[config.mk]
export PLATFORM = sky130hd
export DESIGN_NAME = kernel_sched
export DESIGN_NICKNAME = d
export VERILOG_FILES = /design/src/rtl/kernel_pkg.sv /design/src/rtl/kernel_tap_lut.sv /design/src/rtl/kernel_sched.sv
export SDC_FILE = /design/constraint.sdc
export NUM_CORES = 1
export LEC_CHECK = 0
export CELL_PAD_IN_SITES_DETAIL_PLACEMENT = 0
export CELL_PAD_IN_SITES_GLOBAL_PLACEMENT = 2
export CORE_MARGIN = 8
export CORE_UTILIZATION = 29
export DETAILED_ROUTE_END_ITERATION = 10
export PLACE_DENSITY_LB_ADDON = 0.1
export SLEW_MARGIN = 20
export SYNTH_ARGS = -nofsm -noshare
export SYNTH_HDL_FRONTEND = slang
export SYNTH_SLANG_ARGS = --single-unit
[constraint.sdc]
create_clock -name clk -period 3 [get_ports clk]
set_input_delay 0.6 -clock clk [delete_from_list [all_inputs] [get_ports clk]]
set_output_delay 0.6 -clock clk [all_outputs]
set_load 0.05 [all_outputs]
[src/rtl/kernel_pkg.sv]
// kernel_pkg: shared definitions for the 3x3 convolution kernel sequencer.
//   - 4-bit tap codes driven to the kernel weight mux (CODE_ZERO = padded tap)
//   - NTAPS: taps per pixel
//   - state_t: sequencer FSM states
//   - tap_idx_t: tap index (0..8), offset_t: signed 2-bit tap offset
package kernel_pkg;

    localparam int NTAPS = 9;

    typedef logic [3:0] tap_idx_t;
    typedef logic [3:0] tap_code_t;
    typedef logic signed [1:0] offset_t;

    localparam tap_idx_t LAST_TAP = tap_idx_t'(NTAPS - 1);

    localparam tap_code_t CODE_TL   = 4'b0001;
    localparam tap_code_t CODE_T    = 4'b0111;
    localparam tap_code_t CODE_TR   = 4'b0010;
    localparam tap_code_t CODE_L    = 4'b0110;
    localparam tap_code_t CODE_C    = 4'b1111;
    localparam tap_code_t CODE_R    = 4'b0101;
    localparam tap_code_t CODE_BL   = 4'b0011;
    localparam tap_code_t CODE_B    = 4'b1000;
    localparam tap_code_t CODE_BR   = 4'b0100;
    localparam tap_code_t CODE_ZERO = 4'b0000;

    localparam offset_t OFF_NEG  = 2'b11;
    localparam offset_t OFF_ZERO = 2'b00;
    localparam offset_t OFF_POS  = 2'b01;

    typedef enum logic [1:0] {
        IDLE = 2'd0,
        RUN  = 2'd1,
        DONE = 2'd2
    } state_t;

endpackage

[src/rtl/kernel_tap_lut.sv]
// kernel_tap_lut: combinational map from tap index to weight-mux code and
// nominal (dx, dy) offset, raster order tl, t, tr, l, c, r, bl, b, br.
// Ports:
//   tap_idx  in   tap index 0..8 (out-of-range indices give code 0, offset 0)
//   code     out  4-bit weight mux code
//   dx       out  signed column offset (-1/0/+1)
//   dy       out  signed row offset (-1/0/+1)
module kernel_tap_lut
    import kernel_pkg::*;
(
    input  tap_idx_t  tap_idx,
    output tap_code_t code,
    output offset_t   dx,
    output offset_t   dy
);

    always_comb begin
        code = CODE_ZERO;
        dx   = OFF_ZERO;
        dy   = OFF_ZERO;
        case (tap_idx)
            4'd0: begin code = CODE_TL; dx = OFF_NEG;  dy = OFF_NEG;  end
            4'd1: begin code = CODE_T;  dx = OFF_ZERO; dy = OFF_NEG;  end
            4'd2: begin code = CODE_TR; dx = OFF_POS;  dy = OFF_NEG;  end
            4'd3: begin code = CODE_L;  dx = OFF_NEG;  dy = OFF_ZERO; end
            4'd4: begin code = CODE_C;  dx = OFF_ZERO; dy = OFF_ZERO; end
            4'd5: begin code = CODE_R;  dx = OFF_POS;  dy = OFF_ZERO; end
            4'd6: begin code = CODE_BL; dx = OFF_NEG;  dy = OFF_POS;  end
            4'd7: begin code = CODE_B;  dx = OFF_ZERO; dy = OFF_POS;  end
            4'd8: begin code = CODE_BR; dx = OFF_POS;  dy = OFF_POS;  end
            default: ;
        endcase
    end

endmodule

[src/rtl/kernel_sched.sv]
// kernel_sched: sequencer for the 3x3 convolution datapath. Steps nine taps
// per pixel in raster order over an IMG_W x IMG_H frame, zero-pads taps that
// fall outside the image and produces the MAC clear/enable/done strobes.
// Ports:
//   clk, rst_n   clock (rising edge) and asynchronous active-low reset
//   start        frame request, only honoured in IDLE
//   stall        freezes sequencing; strobes forced low while high
//   select       weight mux code (0000 for padded taps and outside RUN)
//   pix_x/pix_y  current output pixel coordinate
//   tap_dx/dy    nominal signed offset of the current tap (0 outside RUN)
//   tap_valid    current tap lies inside the image
//   acc_clr      first tap of a pixel
//   acc_en       accumulate current product
//   pix_done     last tap of a pixel
//   frame_done   one-cycle pulse after the final tap of the frame
//   busy         high in RUN and DONE
module kernel_sched
    import kernel_pkg::*;
#(
    parameter int  IMG_W = 8,
    parameter int  IMG_H = 8,
    localparam int XW    = $clog2(IMG_W),
    localparam int YW    = $clog2(IMG_H)
) (
    input  logic          clk,
    input  logic          rst_n,
    input  logic          start,
    input  logic          stall,
    output logic [0:3]    select,
    output logic [XW-1:0] pix_x,
    output logic [YW-1:0] pix_y,
    output logic [1:0]    tap_dx,
    output logic [1:0]    tap_dy,
    output logic          tap_valid,
    output logic          acc_clr,
    output logic          acc_en,
    output logic          pix_done,
    output logic          frame_done,
    output logic          busy
);

    localparam logic [XW-1:0] X_LAST = XW'(IMG_W - 1);
    localparam logic [YW-1:0] Y_LAST = YW'(IMG_H - 1);

    state_t        state_reg, state_next;
    tap_idx_t      tap_reg, tap_next;
    logic [XW-1:0] x_reg, x_next;
    logic [YW-1:0] y_reg, y_next;

    tap_code_t lut_code;
    offset_t   lut_dx;
    offset_t   lut_dy;
    logic      in_bounds;
    logic      run;
    logic      strobe_ok;

    kernel_tap_lut u_lut (
        .tap_idx (tap_reg),
        .code    (lut_code),
        .dx      (lut_dx),
        .dy      (lut_dy)
    );

    always_ff @(posedge clk or negedge rst_n) begin
        if (!rst_n) begin
            state_reg <= IDLE;
            tap_reg   <= '0;
            x_reg     <= '0;
            y_reg     <= '0;
        end else begin
            state_reg <= state_next;
            tap_reg   <= tap_next;
            x_reg     <= x_next;
            y_reg     <= y_next;
        end
    end

    // Next-state and counter advance. The counters wrap back to zero on the
    // final tap of the frame, so they are already cleared when DONE/IDLE.
    always_comb begin
        state_next = state_reg;
        tap_next   = tap_reg;
        x_next     = x_reg;
        y_next     = y_reg;
        case (state_reg)
            IDLE: begin
                if (start) begin
                    state_next = RUN;
                    tap_next   = '0;
                    x_next     = '0;
                    y_next     = '0;
                end
            end
            RUN: begin
                if (!stall) begin
                    if (tap_reg == LAST_TAP) begin
                        tap_next = '0;
                        if (x_reg == X_LAST) begin
                            x_next = '0;
                            if (y_reg == Y_LAST) begin
                                y_next     = '0;
                                state_next = DONE;
                            end else begin
                                y_next = y_reg + YW'(1);
                            end
                        end else begin
                            x_next = x_reg + XW'(1);
                        end
                    end else begin
                        tap_next = tap_reg + tap_idx_t'(1);
                    end
                end
            end
            DONE: state_next = IDLE;
            default: state_next = IDLE;
        endcase
    end

    // Output decode: tap information only exists in RUN; strobes additionally
    // drop while stalled so a held tap is never accumulated twice.
    always_comb begin
        run       = (state_reg == RUN);
        strobe_ok = run && !stall;
        in_bounds = !((lut_dx == OFF_NEG) && (x_reg == '0))
                 && !((lut_dx == OFF_POS) && (x_reg == X_LAST))
                 && !((lut_dy == OFF_NEG) && (y_reg == '0))
                 && !((lut_dy == OFF_POS) && (y_reg == Y_LAST));

        tap_valid  = run && in_bounds;
        select     = tap_valid ? lut_code : CODE_ZERO;
        tap_dx     = run ? lut_dx : OFF_ZERO;
        tap_dy     = run ? lut_dy : OFF_ZERO;
        pix_x      = x_reg;
        pix_y      = y_reg;
        acc_clr    = strobe_ok && (tap_reg == '0);
        acc_en     = strobe_ok && in_bounds;
        pix_done   = strobe_ok && (tap_reg == LAST_TAP);
        frame_done = (state_reg == DONE);
        busy       = (state_reg != IDLE);
    end

endmodule

==> flow_summary.json <==
{
  "synthTopCellsByCount": "12 x dfrtp_1, 10 x ha_1, 10 x nand2_1",
  "cts_buffers": 3,
  "endpoint_kind": "primary output",
  "die_h_um": 74.2,
  "drt-total-wl_mm": 2.83,
  "min_period_ps": 2880,
  "finalHoldViolations": 0,
  "hold_path_class": "reg -> reg",
  "ys_types": 39,
  "clk_pin_slew_ps": 80,
  "ctsLongestPathBuffers": 2,
  "gp_congestion": 0.788,
  "overflow": 0,
  "antenna_found_initial": 0,
  "ir_worst_vdd_mv": 0.427,
  "initial_core_util_pct": 29.9,
  "dp.cells": 181,
  "final_max_slew_viol_count": 0,
  "hold_path_depth": 1,
  "vias": 973,
  "cts_tree": "done",
  "dieArea_um2": 5500,
  "critPathCapture": "select[1]",
  "status": "finished, final reports clean",
  "pwr-share-clk_pct": 6.9,
  "max-slew-margin-rel_pct": 62.3,
  "grt_pass1_wl_mm": 4.37,
  "ys.flop_type": "dfrtp_1",
  "worstSetupPathType": "reg -> out",
  "yosysTopAreaCell": "dfrtp_1",
  "synth_fp_nets": 124,
  "std_cell_rows": 21,
  "cap_violations": 0,
  "path_max_fanout": 6,
  "grt_start_max_net_pins": 16,
  "layout.cells.non_filler": 190,
  "required_ps": 2400,
  "setup_viol_count_final": 0,
  "timing.fmax_mhz": 348,
  "async_reset_ff_share_pct": 100,
  "synthCells": 110,
  "wl_per_cell_um": 14.9,
  "synth-edff-count": 0,
  "dp_hpwl_mm": 2.07,
  "drive_above_1_share_pct": 29.2,
  "firstDrtPassIters": 4,
  "yosys-top-cells-area": "dfrtp_1 31%, ha_1 13%, nand2_1 3.8%",
  "antenna_cells": 0,
  "power_density_nw_per_um2": 1230,
  "antenna_left": 0,
  "ys_ff_latch": 12,
  "grtUsageTotal_pct": 10.4,
  "p_int_mw": 0.873,
  "grt_pass1_vias": 874,
  "portBuffers": 23,
  "min_from": "pix_y[1]$_DFFE_PN0P_",
  "n_fill_cell": 337,
  "cts_max_level": 1,
  "rsz0062_at_grt": "false",
  "start_kind": "flip-flop",
  "worst_clock_skew_ps": 3.49,
  "whs_ps": 556,
  "synth_seq_area_share_pct": 30.6,
  "final_nets": 159,
  "drc": 0,
  "worst_pin_slew_ps": 564,
  "core_um2": 3280,
  "pwr-share-comb_pct": 79.7,
  "drt_first_iter_violations": 56,
  "min_period_over_period_pct": 95.9,
  "arrival_ps": 2280,
  "io_pins": 24,
  "syn_area_per_cell_um2": 8.93,
  "yosysWarnings": 0,
  "synth.most_common_cell": "dfrtp_1",
  "worstReg2RegEnd": "pix_y[0]$_DFFE_PN0P_",
  "cp-startpoint": "tap_reg[1]$_DFFE_PN0P_",
  "netlist_area_um2": 982,
  "area_delta_synth_final_pct": 54.8,
  "clk_latency_ps": 270,
  "ctsRootBufferMaster": "clkbuf_4",
  "cts_sinks": 12,
  "p_leak_nw": 0.647,
  "dieWidth_um": 74.2,
  "via_per_inst": 5.12,
  "seq_power_share_pct": 13.3,
  "r2r_slack_ps": 1040,
  "p_sw_share_pct": 53.3,
  "netSwitchingPower_mw": 0.997,
  "largest_reg_flops": 4,
  "synth_top_area_share_pct": 30.6,
  "r2r_cells": 8,
  "crit-reg2reg-launch": "tap_reg[0]$_DFFE_PN0P_"
}
worst min path at each step:
| stage | slack [ps] | end |
|---|---|---|
| 2_1_floorplan | 300 | pix_x[0]$_DFFE_PN0P_ |
| 3_3_place_gp | 530 | pix_x[2]$_DFFE_PN0P_ |
| 3_5_place_dp | 530 | pix_x[2]$_DFFE_PN0P_ |
| 4_1_cts | 560 | pix_x[1]$_DFFE_PN0P_ |
| 5_1_grt | 600 | pix_x[2]$_DFFE_PN0P_ |
| 6_report | 560 | pix_y[1]$_DFFE_PN0P_ |
per-layer routing:
layer | up-vias | share of wire, % | track usage [%]
li1 | 465 | - | -
met5 | - | 0 | 0
met2 | 24 | 47 | 15.1
met4 | 0 | 0.56 | 2.66
met3 | 2 | 6.0 | 4.04
met1 | 482 | 47 | 13.9
kinds of logic (layout without fill, tap and decap cells):
logic type	Yosys count	in the layout	share of synthesized area [%]
and+or+nand+nor	45	45	25.4
AOI/OAI and AO/OA	27	27	22.3
buffers and inverters	13	47	5.99
DFF	12	12	30.6
adders and majority gates	10	10	12.7
muxes	2	2	2.17
xor gates and xnor gates	1	1	0.892
placed cells by master (no fill, tap or decap), types with 3 or more instances in the layout:
| cell type | synthesis | routed |
|---|---|---|
| buf_4 | 0 | 14 |
| clkdlybuf4s50_1 | 0 | 12 |
| or3_1 | 4 | 4 |
| o21ai_0 | 4 | 4 |
| inv_1 | 9 | 8 |
| nand2_1 | 10 | 10 |
| buf_12 | 0 | 6 |
| dfrtp_1 | 12 | 12 |
| nand2b_1 | 5 | 5 |
| nor4_4 | 0 | 3 |
| clkbuf_4 | 0 | 3 |
| nor2_1 | 8 | 8 |
| ha_4 | 0 | 3 |
| a21oi_1 | 4 | 4 |
| ha_1 | 10 | 7 |
stage by stage:
stage               area (µm²)  util, %  power, mW  setup WS (ps)  setup TNS, ps
finish                    1520     46.3       1.87            124              0
global route              1520     46.3       1.97           14.4              0
CTS                       1430     43.6       1.77           24.0              0
detailed placement        1370     41.7       1.60            255              0
global placement          1370     41.7       1.60            289              0
floorplan                 1010        -       1.13          -82.0           -246
power by group through the flow:
| stage | Combinational, mW | Sequential [mW] | Clock [mW] |
|---|---|---|---|
| floorplan | 0.850 | 0.275 | 0 |
| global placement | 1.35 | 0.253 | 0 |
| detailed placement | 1.35 | 0.252 | 0 |
| CTS | 1.39 | 0.248 | 0.136 |
| global route | 1.57 | 0.256 | 0.148 |
| finish | 1.49 | 0.249 | 0.130 |
cell type report:
type	count	area, µm²	area share, %
flip-flops and latches	12	300	19.8
inverters	10	37.5	2.47
clock buffers	4	36.3	2.39
repair buffers	33	370	24.4
well taps	46	57.6	3.79
multi-input cells	85	718	47.2
worst max-delay path, stage by stage, from the launching register on:
cell	delay [ps]
dfrtp_1	380
inv_1	100
ha_1	220
or3_4	400
a41oi_2	180
o21ai_4	160
a2111oi_4	330
clkbuf_16	230
timing repair:
| action | 4_1_cts | 5_1_grt |
|---|---|---|
| pin swaps | 0 | 3 |
| buffers inserted | 2 | 3 |
| setup endpoints to repair | 4 | 6 |
| gates resized for setup | 2 | 10 |
| hold buffers | 0 | 0 |
Power figures use the tool's default switching activity.
